==> src/rtl/sample_uart_streamer.sv <==
// Buffers 16-bit sample words in a small FIFO and sends each one as two 8N1
// UART bytes, low byte first, on a single line.
module sample_uart_streamer #(
  parameter int CLK_HZ     = 50000000,
  parameter int BAUD       = 115200,
  parameter int FIFO_DEPTH = 16
) (
  input  logic                          MAX10_CLK1_50,
  input  logic                          reset,
  input  logic [15:0]                   in_data,
  input  logic                          in_valid,
  output logic                          in_ready,
  output logic                          uart_tx,
  output logic                          busy,
  output logic [$clog2(FIFO_DEPTH):0]   fifo_level,
  output logic [31:0]                   words_sent
);

  localparam int CPB = CLK_HZ / BAUD;
  localparam int AW  = $clog2(FIFO_DEPTH);
  localparam int CW  = $clog2(CPB);
  localparam logic [AW:0]   FULL_LVL  = FIFO_DEPTH[AW:0];
  localparam logic [CW-1:0] BAUD_LAST = CW'(CPB - 1);

  typedef enum logic [1:0] {IDLE, START, DATA, STOP} state_t;

  state_t         state;
  logic [15:0]    mem [FIFO_DEPTH];
  logic [AW-1:0]  wr_ptr;
  logic [AW-1:0]  rd_ptr;
  logic [AW:0]    level_next;
  logic [CW-1:0]  baud_cnt;
  logic [2:0]     bit_idx;
  logic           byte_sel;
  logic [15:0]    tx_word;
  logic           push;
  logic           pop;
  logic           baud_last;

  assign push      = in_valid && in_ready;
  assign pop       = (state == IDLE) && (fifo_level != '0);
  assign baud_last = (baud_cnt == BAUD_LAST);

  always_comb begin
    level_next = fifo_level;
    if (push && !pop)
      level_next = fifo_level + (AW+1)'(1);
    else if (!push && pop)
      level_next = fifo_level - (AW+1)'(1);
  end

  always_ff @(posedge MAX10_CLK1_50) begin
    if (push)
      mem[wr_ptr] <= in_data;
  end

  always_ff @(posedge MAX10_CLK1_50 or posedge reset) begin
    if (reset) begin
      wr_ptr     <= '0;
      rd_ptr     <= '0;
      fifo_level <= '0;
      in_ready   <= 1'b0;
    end else begin
      if (push)
        wr_ptr <= wr_ptr + AW'(1);
      if (pop)
        rd_ptr <= rd_ptr + AW'(1);
      fifo_level <= level_next;
      in_ready   <= (level_next != FULL_LVL);
    end
  end

  // uart_tx is registered from the current state, so the line trails the FSM
  // by one clock while every bit still lasts exactly CPB cycles.
  always_ff @(posedge MAX10_CLK1_50 or posedge reset) begin
    if (reset) begin
      state      <= IDLE;
      baud_cnt   <= '0;
      bit_idx    <= '0;
      byte_sel   <= 1'b0;
      tx_word    <= '0;
      uart_tx    <= 1'b1;
      busy       <= 1'b0;
      words_sent <= '0;
    end else begin
      case (state)
        IDLE: begin
          uart_tx <= 1'b1;
          if (pop) begin
            tx_word  <= mem[rd_ptr];
            byte_sel <= 1'b0;
            baud_cnt <= '0;
            state    <= START;
            busy     <= 1'b1;
          end else begin
            busy <= (level_next != '0);
          end
        end
        START: begin
          uart_tx <= 1'b0;
          busy    <= 1'b1;
          if (baud_last) begin
            baud_cnt <= '0;
            bit_idx  <= '0;
            state    <= DATA;
          end else begin
            baud_cnt <= baud_cnt + CW'(1);
          end
        end
        DATA: begin
          uart_tx <= tx_word[{byte_sel, bit_idx}];
          busy    <= 1'b1;
          if (baud_last) begin
            baud_cnt <= '0;
            if (bit_idx == 3'd7)
              state <= STOP;
            else
              bit_idx <= bit_idx + 3'd1;
          end else begin
            baud_cnt <= baud_cnt + CW'(1);
          end
        end
        STOP: begin
          uart_tx <= 1'b1;
          if (baud_last) begin
            baud_cnt <= '0;
            if (!byte_sel) begin
              byte_sel <= 1'b1;
              state    <= START;
              busy     <= 1'b1;
            end else begin
              words_sent <= words_sent + 32'd1;
              state      <= IDLE;
              busy       <= (level_next != '0);
            end
          end else begin
            baud_cnt <= baud_cnt + CW'(1);
            busy     <= 1'b1;
          end
        end
        default: state <= IDLE;
      endcase
    end
  end

endmodule

==> config.mk <==
export PLATFORM = sky130hd
export DESIGN_NAME = sample_uart_streamer
export DESIGN_NICKNAME = d
export VERILOG_FILES = /design/src/rtl/sample_uart_streamer.sv
export SDC_FILE = /design/constraint.sdc
export NUM_CORES = 1
export LEC_CHECK = 0
export BUFFER_PORTS_ARGS = -buffer_cell sky130_fd_sc_hd__buf_2
export CORE_UTILIZATION = 55
export CTS_BUF_LIST = sky130_fd_sc_hd__clkbuf_4
export DETAILED_ROUTE_END_ITERATION = 8
export PLACE_DENSITY_LB_ADDON = 0.3
export SLEW_MARGIN = 20
export SYNTH_ARGS = -nofsm -noshare
export SYNTH_HDL_FRONTEND = slang
export SYNTH_SLANG_ARGS = --single-unit
==> constraint.sdc <==
create_clock -name MAX10_CLK1_50 -period 2.8 [get_ports MAX10_CLK1_50]
set_input_delay 0.14 -clock MAX10_CLK1_50 [delete_from_list [all_inputs] [get_ports MAX10_CLK1_50]]
set_output_delay 0.14 -clock MAX10_CLK1_50 [all_outputs]
set_load 0.02 [all_outputs]
# [Word-level counts from Yosys, hierarchy flattened]
# Memories as Yosys holds them, arrays and structs flattened. A register that Yosys moved wholly into a read port is not among the register bits.
# Cells that the tools add are included.
[word_totals] in_bits=19 n_memories=1 register_bits=63 wordCells=79 out_inout_bits=40 mem_bits_rw=256
[memory_table] name="mem" words=16 word_bits=16 read_ports=1 rd_ports_with_merged_regs=1 write_ports=1 line_no="28" source="logic [15:0] mem [FIFO_DEPTH];"
[op_classes] eq_ne=12 n_reduce_logical=19 n_mux=28 n_addsub=7 order_cmp=1
[ops] op="adder 32 x 1 -> 32 bit (second input constant)" count=1
[ops] op="2-to-1 mux 9 bit" count=2
[ops] op="one-hot mux 9 bit (2 select lines)" count=1
[ops] op="inequality test 2 bit (second input constant)" count=6
[ops] op="2-to-1 mux 2 bit" count=5
[ops] op="2-to-1 mux 5 bit" count=2
[ops] op="nonzero test 5 bit" count=2
[ops] op="adder 9 x 1 -> 9 bit (second input constant)" count=1
[ops] op="== test 9 bit (second input constant)" count=1
[ops] op="2-to-1 mux 1 bit" count=9
[ops] op="2-to-1 mux 3 bit" count=3
[ops] op="adder 4 x 1 -> 4 bit (second input constant)" count=2
[ops] op="one-hot mux 2 bit (4 select lines)" count=1
[ops] op="one-hot mux 1 bit (3 select lines)" count=2
[ops] op="one-hot mux 3 bit (2 select lines)" count=1
[ops] op="AND reduction 3 bit" count=2
[ops] op="adder 5 x 1 -> 5 bit (second input constant)" count=1
[ops] op="< comparator 4 x 5 -> 1 bit (second input constant)" count=1
[ops] op="inequality test 5 bit (second input constant)" count=1
[ops] op="AND reduction 5 bit" count=1
[ops] op="subtractor 5 x 1 -> 5 bit (second input constant)" count=1
[ops] op="binary-select mux 1 bit (select 4 bit)" count=1
[ops] op="== test 2 bit (second input constant)" count=2
[ops] op="logical AND 1 bit" count=4
[ops] op="11 further kinds" count=14

# [Logic depth before layout (Yosys ltp)]
# Gate-level depths: netlist of run 1.
[depth] word_depth=9 mapped_depth=9 mapped_depth_nobuf=7

# [Worst setup path after synthesis of run 1]
# OpenSTA, ideal clock, no wires.
[synth_timing] path_kind="register -> register" start="register in_ready" end="memory mem[3][0], enable pin" setup_ns=0.409 t_arrival_ns=2.214 path_stages_with_launch=5 t_required_ns=2.391 path_buffers=1 slack_ns=0.176 cell_sequence="dfrtp_1 -> and2_1 -> clkbuf_1 -> nand2_1 -> nor3_1"
[synth_via] elab_chain_len=3
[synth_rtl] item="from (decl)" line_no="12" source="output logic in_ready,"
[synth_rtl] item="from (signal assigned)" line_no="69" source="in_ready <= (level_next != FULL_LVL);"
[synth_rtl] item="logical AND 1 bit" line_no="40" source="assign push = in_valid && in_ready;"
[synth_rtl] item="2-to-1 mux 1 bit" line_no="53" source="if (push)"
[synth_rtl] item="2-to-1 mux 1 bit (not written as such)" line_no="54" source="mem[wr_ptr] <= in_data;"
[synth_rtl] item="to (decl)" line_no="28"
# No other way between the ends.

# [Worst setup path in the final report of run 1]
[layout_timing] start="register fifo_level[0]" end="register in_ready"
[layout_via] elab_chain_len=6
[layout_rtl] item="from (decl)" line_no="15" source="output logic [$clog2(FIFO_DEPTH):0] fifo_level,"
[layout_rtl] item="from (signal assigned)" line_no="68" source="fifo_level <= level_next;"
[layout_rtl] item="branches (longest 4 deep; another with subtractor 5 x 1 -> 5 bit)"
[layout_rtl] item="2-to-1 mux 5 bit *" line_no="46" source="if (push && !pop)"
[layout_rtl] item="inequality test 5 bit *" line_no="69"
# Every way passes the cells marked *.
# A chain may end at the register's enable or synchronous reset.

==> results of run 1 <==
layer usage:
metal / share of wire [%] / up-vias
li1: - / 3432
met1: 40 / 3898
met2: 50 / 342
met3: 7.6 / 72
met4: 2.6 / 0
met5: 0 / -
critical path, cell delays in order, from the launching register on:
cell and delay, ns:
dfrtp_1 0.43, inv_1 0.18, ha_1 0.26, or4b_1 0.56
nand2_1 0.18, o22a_1 0.17, xor2_1 0.25, nand4_1 0.14
through the flow:
stage	area [µm²]	worst slack, ns	util (%)	std cells	power (mW)
floorplan	13700	0.176	-	771	6.73
global placement	14700	0.624	60.1	1158	7.17
detailed placement	14700	0.548	60.1	1158	7.26
CTS	15900	0.536	65.3	1332	11.4
global route	15900	0.315	65.3	1333	11.8
finish	15900	0.490	65.3	1333	11.2
report_power, final:
group / total [mW] / leakage, nW / switching (mW) / internal (mW)
registers: 6.03 / 3.32 / 0.225 / 5.81
clock network: 4.05 / 0.649 / 1.92 / 2.13
logic: 1.16 / 1.99 / 0.727 / 0.429
cell usage in the layout, fill, tap and decap left out, types with 17 or more instances in the layout:
cell / instances
nand2_1: 86
edfxtp_1: 256
xnor2_1: 25
clkbuf_4: 130
ha_1: 17
buf_4: 27
dlygate4sd3_1: 19
mux4_2: 85
nor2_1: 33
buf_2: 58
dfrtp_1: 76
registers in the layout, summed over array words and instances, names as in the netlist, 2 cells and up:
register	cells
mem	256
words_sent	32
tx_word	16
baud_cnt	9
fifo_level	5
rd_ptr	4
wr_ptr	4
bit_idx	3
state	2
cells by family (layout without fill, tap and decap cells):
family	Yosys count	after routing	synth area share (%)
multiplexers	92	92	14.5
flip-flops	335	335	70.4
other	0	1	0
AO/OA/AOI/OAI	43	43	2.11
adder cells (fa/ha/maj)	17	17	1.55
buffers and inverters	45	282	1.53
AND/OR/NAND/NOR	199	199	7.32
XOR/XNOR	40	40	2.55
how the worst max path moves through the flow:
stage,to,slack [ns],cells past startpoint
after floorplan,mem[3][0]$_DFFE_PP_,0.18,4
after global placement,tx_word[12]$_DFFE_PP0P_,0.62,5
after detailed placement,in_ready$_DFF_PP0_,0.55,7
after CTS,in_ready$_DFF_PP0_,0.54,7
after global routing,busy$_DFF_PP0_,0.32,7
final,in_ready$_DFF_PP0_,0.49,7
final cells by class:
| type | count | area [µm²] | share of cell area (%) |
|---|---|---|---|
| antenna | 1 | 2.50 | 0.0157 |
| clock buffer | 130 | 976 | 6.12 |
| clock inverter | 25 | 118 | 0.738 |
| inverter | 15 | 57.6 | 0.361 |
| multi-input combinational | 391 | 3870 | 24.3 |
| sequential | 335 | 9670 | 60.7 |
| tap | 324 | 405 | 2.54 |
| timing repair buffer | 112 | 843 | 5.29 |
==> qor.yml, run 1 <==
gp_congestion: 0.835
critical_path_required_ns: 3.31
cp_max_fo: 5
tightest_slew_ns: 0.765
grt_use_met3_pct: 5.53
hold_class: "input port to flip-flop"
cts_buffers: 84
slew_viol_final: 0
cts_max_path_buffers: 3
cts_tree: "done"
outcome: "finished clean"
met2_usage_pct: 39.1
finalSetupViolCount: 0
yosysTopAreaCell: "edfxtp_1"
die_height_um: 160
endpoint_kind: "flip-flop"
path_clk_slew_ns: 0.06
core_um2: 24400
synthTopCellsByArea: "edfxtp_1 56%, dfrtp_1 14%, mux4_2 14%"
postSynth.asyncResetShare_pct: 23.6
h-tree-depth: 3
wirelength_um: 29200
rrSetupSlack_ns: 0.49
grt_overflow: 0
clock_latency_ns: 0.71
ir_drop_mv: 0.436
critPathKind: "flip-flop to flip-flop"
drv_cap: 0
vias_per_cell: 5.81
yosysUniqueCellTypes: 61
syn_inst: 771
ant_nets: 0
n_fill_cell: 1732
synth_seq_cells: 335
grt.total_usage_pct: 23.9
area_delta_synth_final_pct: 16.2
drcViolationCount: 0
fin_skew_ns: 0.0599
timing.final.crit_period_ns: 2.31
fin_nets: 975
avgSynthCellArea_um2: 17.8
period_share_pct: 82.5
cts_resized: 0
seq_area_frac_synth_pct: 70.4
hold-path-endpoint: "mem[12][14]$_DFFE_PP_"
grt_use_met1_pct: 31.2
grt-busiest-layer: "met2"
dp_hpwl_um: 17400
synth_edf_count: 256
io_buffers: 58
firstDrtPassIters: 5
rsz0062_at_grt: "no"
grt_pass1_vias: 8200
fmaxAchievable_mhz: 433
hold_start: "in_data[14]"
cts_hold_buf: 19
row_count: 57
vias: 7744
cp-start-kind: "flip-flop"
ios: 59
timing.rr.end: "in_ready$_DFF_PP0_"
post_drt_wl_per_cell_um: 21.9
whs_ns: 0.360
antenna_found_initial: 1
die_area_um2: 25600
ys_top_cells_by_count: "256 x edfxtp_1, 86 x nand2_1, 85 x mux4_2"
reg2reg_depth: 7
grt_pass1_wl_um: 45800
setup.worst_path.start: "fifo_level[0]$_DFF_PP0_"
max-slew-margin-rel_pct: 48.7
hold_violations: 0
drt_iter0_markers: 731
die_w_um: 160
synthesis.nets: 807
p_per_area_nw_per_um2: 705
crit_arrival_ns: 2.82
start_util_pct: 56.3
root_buffer: "clkbuf_4"
synth_top_area_share_pct: 56.0
ys.flop_type: "edfxtp_1"
grt_max_degree: 44
post-cts-setup-buffer-count: 0
yosysMostFrequentCell: "edfxtp_1"
syn_area_um2: 13700
ys_warn_count: 0
hold_path_depth: 2
worstReg2RegStart: "fifo_level[0]$_DFF_PP0_"
drive_above_1_share_pct: 33.7
cts.sinks: 335
power_leakage_nw: 5.97
finalSetupTns_ns: 0
(Power assumes the default switching activity.)
==> run 2: changes to the inputs <==
==> constraint.sdc (replaced) <==
create_clock -name MAX10_CLK1_50 -period 2.1 [get_ports MAX10_CLK1_50]
set_input_delay 0.105 -clock MAX10_CLK1_50 [delete_from_list [all_inputs] [get_ports MAX10_CLK1_50]]
set_output_delay 0.105 -clock MAX10_CLK1_50 [all_outputs]
set_load 0.02 [all_outputs]
==> run 2 against run 1 <==
The run now ends with negative setup slack left. Die area stayed put. Routed wire length is 1.3% higher. Clock skew is 0.0080 ns higher. Count of clock-buffer cells in the layout is 6 lower. Setup slack worse by 0.51 ns. Critical path depth stayed put. Critical path type unchanged. Highest routed layer is now met5.
==> qor.yml, run 2 (synthesis gave the netlist of run 1 again) <==
grt_max_degree: 51
whs_ns: 0.0510
reg2reg_depth: 7
largest_reg_flops: 256
grt_pass1_vias: 8246
power_frac_clock_pct: 35.2
fin_skew_ns: 0.0679
worstReg2RegStart: "fifo_level[1]$_DFF_PP0_"
p_sw_share_pct: 25.5
drv_cap: 0
pwr-share-comb_pct: 12.2
dp_hpwl_um: 16600
fin_nets: 986
crit_path_cell_trace: "inv_2 > ha_4 > or4b_4 > nand2_1 > o22a_1 > xor2_2 > nand4_1"
dp.cells: 1164
firstDrtPassIters: 5
cp_max_fo: 5
ir_drop_mv: 0.803
post-route-util_pct: 66.8
cts_tree: "done"
n_fill_cell: 1699
critPathKind: "flip-flop to flip-flop"
p_per_area_nw_per_um2: 934
cp-start-kind: "flip-flop"
most-common-layout-cells: "256 x edfxtp_1, 124 x clkbuf_4, 86 x nand2_1, 85 x mux4_2, 75 x dfrtp_1"
pwr-share-seq_pct: 52.6
grt.total_usage_pct: 23.9
post_drt_wl_per_cell_um: 22.0
slowest_delay_ns: 0.50
start_util_pct: 56.3
postPlaceCellArea_um2: 14900
reg_top3: "mem: 256 flops, words_sent: 32 flops, tx_word: 16 flops"
largest-register: "mem"
row_count: 57
p_total_mw: 15.2
rrSetupSlack_ns: -0.02
hold_class: "input port to async pin"
critical_path_required_ns: 2.62
hold_violations: 0
cts_buffers: 83
max-slew-margin-rel_pct: 56.5
drt_iter0_markers: 700
drive_above_1_share_pct: 36.1
root_buffer: "clkbuf_4"
rsz0062_at_grt: "yes"
final_area_um2: 16300
stdcell_count: 1341
final_common_cell: "edfxtp_1"
ios: 59
io_buffers: 58
timing.final.crit_period_ns: 2.12
fmaxAchievable_mhz: 472
area_delta_synth_final_pct: 18.7
wirelength_um: 29500
violations: "negative setup slack"
total_switching_power_mw: 3.87
grt_pass1_wl_um: 45500
power_leakage_nw: 6.06
antenna_found_initial: 1
path_clk_slew_ns: 0.06
p_int_mw: 11.3
vias: 7832
fin_ws_ns: -0.0164
finalSetupTns_ns: -0.0164
core_um2: 24400
h-tree-depth: 3
drcViolationCount: 0
ant_nets: 0
cp_slowest_cell: "or4b_4"
clock_latency_ns: 0.71
cts_max_path_buffers: 3
vias_per_cell: 5.84
die_area_um2: 25600
slew_viol_final: 0
setup.worst_path.start: "fifo_level[1]$_DFF_PP0_"
grt_overflow: 0
cts.sinks: 335
timing.rr.end: "in_ready$_DFF_PP0_"
tightest_slew_ns: 0.652
period_share_pct: 101
gp_congestion: 0.850
die_w_um: 160
dpl_worst_slack_ns: -0.0801
crit_arrival_ns: 2.64
finalSetupViolCount: 1
outcome: "complete, but fails checks"
endpoint_kind: "flip-flop"
die_height_um: 160
## run 2: worst max-delay path, delay by kind of cell, from the launching register on
family	cells	cell delay, ns
flip-flops	1	0.40
adder cells (fa/ha/maj)	1	0.16
AND/OR/NAND/NOR	3	0.85
XOR/XNOR	1	0.22
AO/OA/AOI/OAI	1	0.22
buffers and inverters	1	0.10
## run 2: layer usage
metal	GRT usage, %	routed length, µm	vias up
li1	-	-	3435
met1	30.0	11300	4042
met2	40.7	15600	292
met3	4.62	1840	61
met4	10.3	728	2
met5	1.52	49	-
## run 2: area by class of cell
| type | instances | area [µm²] | area share (%) |
|---|---|---|---|
| sequential | 335 | 9670 | 59.4 |
| clock inverter | 27 | 143 | 0.875 |
| timing repair buffer | 124 | 1100 | 6.76 |
| antenna | 1 | 2.50 | 0.0154 |
| multi-input combinational | 391 | 3980 | 24.4 |
| inverter | 15 | 60.1 | 0.369 |
| clock buffer | 124 | 931 | 5.71 |
| tap | 324 | 405 | 2.49 |
## run 2: how the worst max path moves through the flow
stage | to | slack (ns) | depth (start not counted)
6_report | in_ready$_DFF_PP0_ | -0.02 | 7
3_5_place_dp | busy$_DFF_PP0_ | -0.08 | 7
3_3_place_gp | busy$_DFF_PP0_ | 0.04 | 7
5_1_grt | in_ready$_DFF_PP0_ | -0.11 | 7
2_1_floorplan | mem[15][0]$_DFFE_PP_ | -0.1 | 4
4_1_cts | tx_word[12]$_DFFE_PP0P_ | 0.003 | 5
## run 2: repair_timing
action / 4_1_cts / 5_1_grt
hold buffers: 18 / 0
setup endpoints to repair: 4 / 13
setup buffers: 1 / 5
cloned: 0 / 1
pin swaps: 0 / 8
gates resized for setup: 5 / 22
endpoints found under the hold margin: 335 / 0
## run 2: power by group through the flow
stage	clock, mW	combinational, mW	sequential (mW)
after detailed placement	0	1.71	8.11
after global routing	5.83	1.99	8.04
final	5.35	1.86	8.00
after CTS	5.48	1.77	7.99
after global placement	0	1.64	8.07
after floorplan	0	0.911	8.09
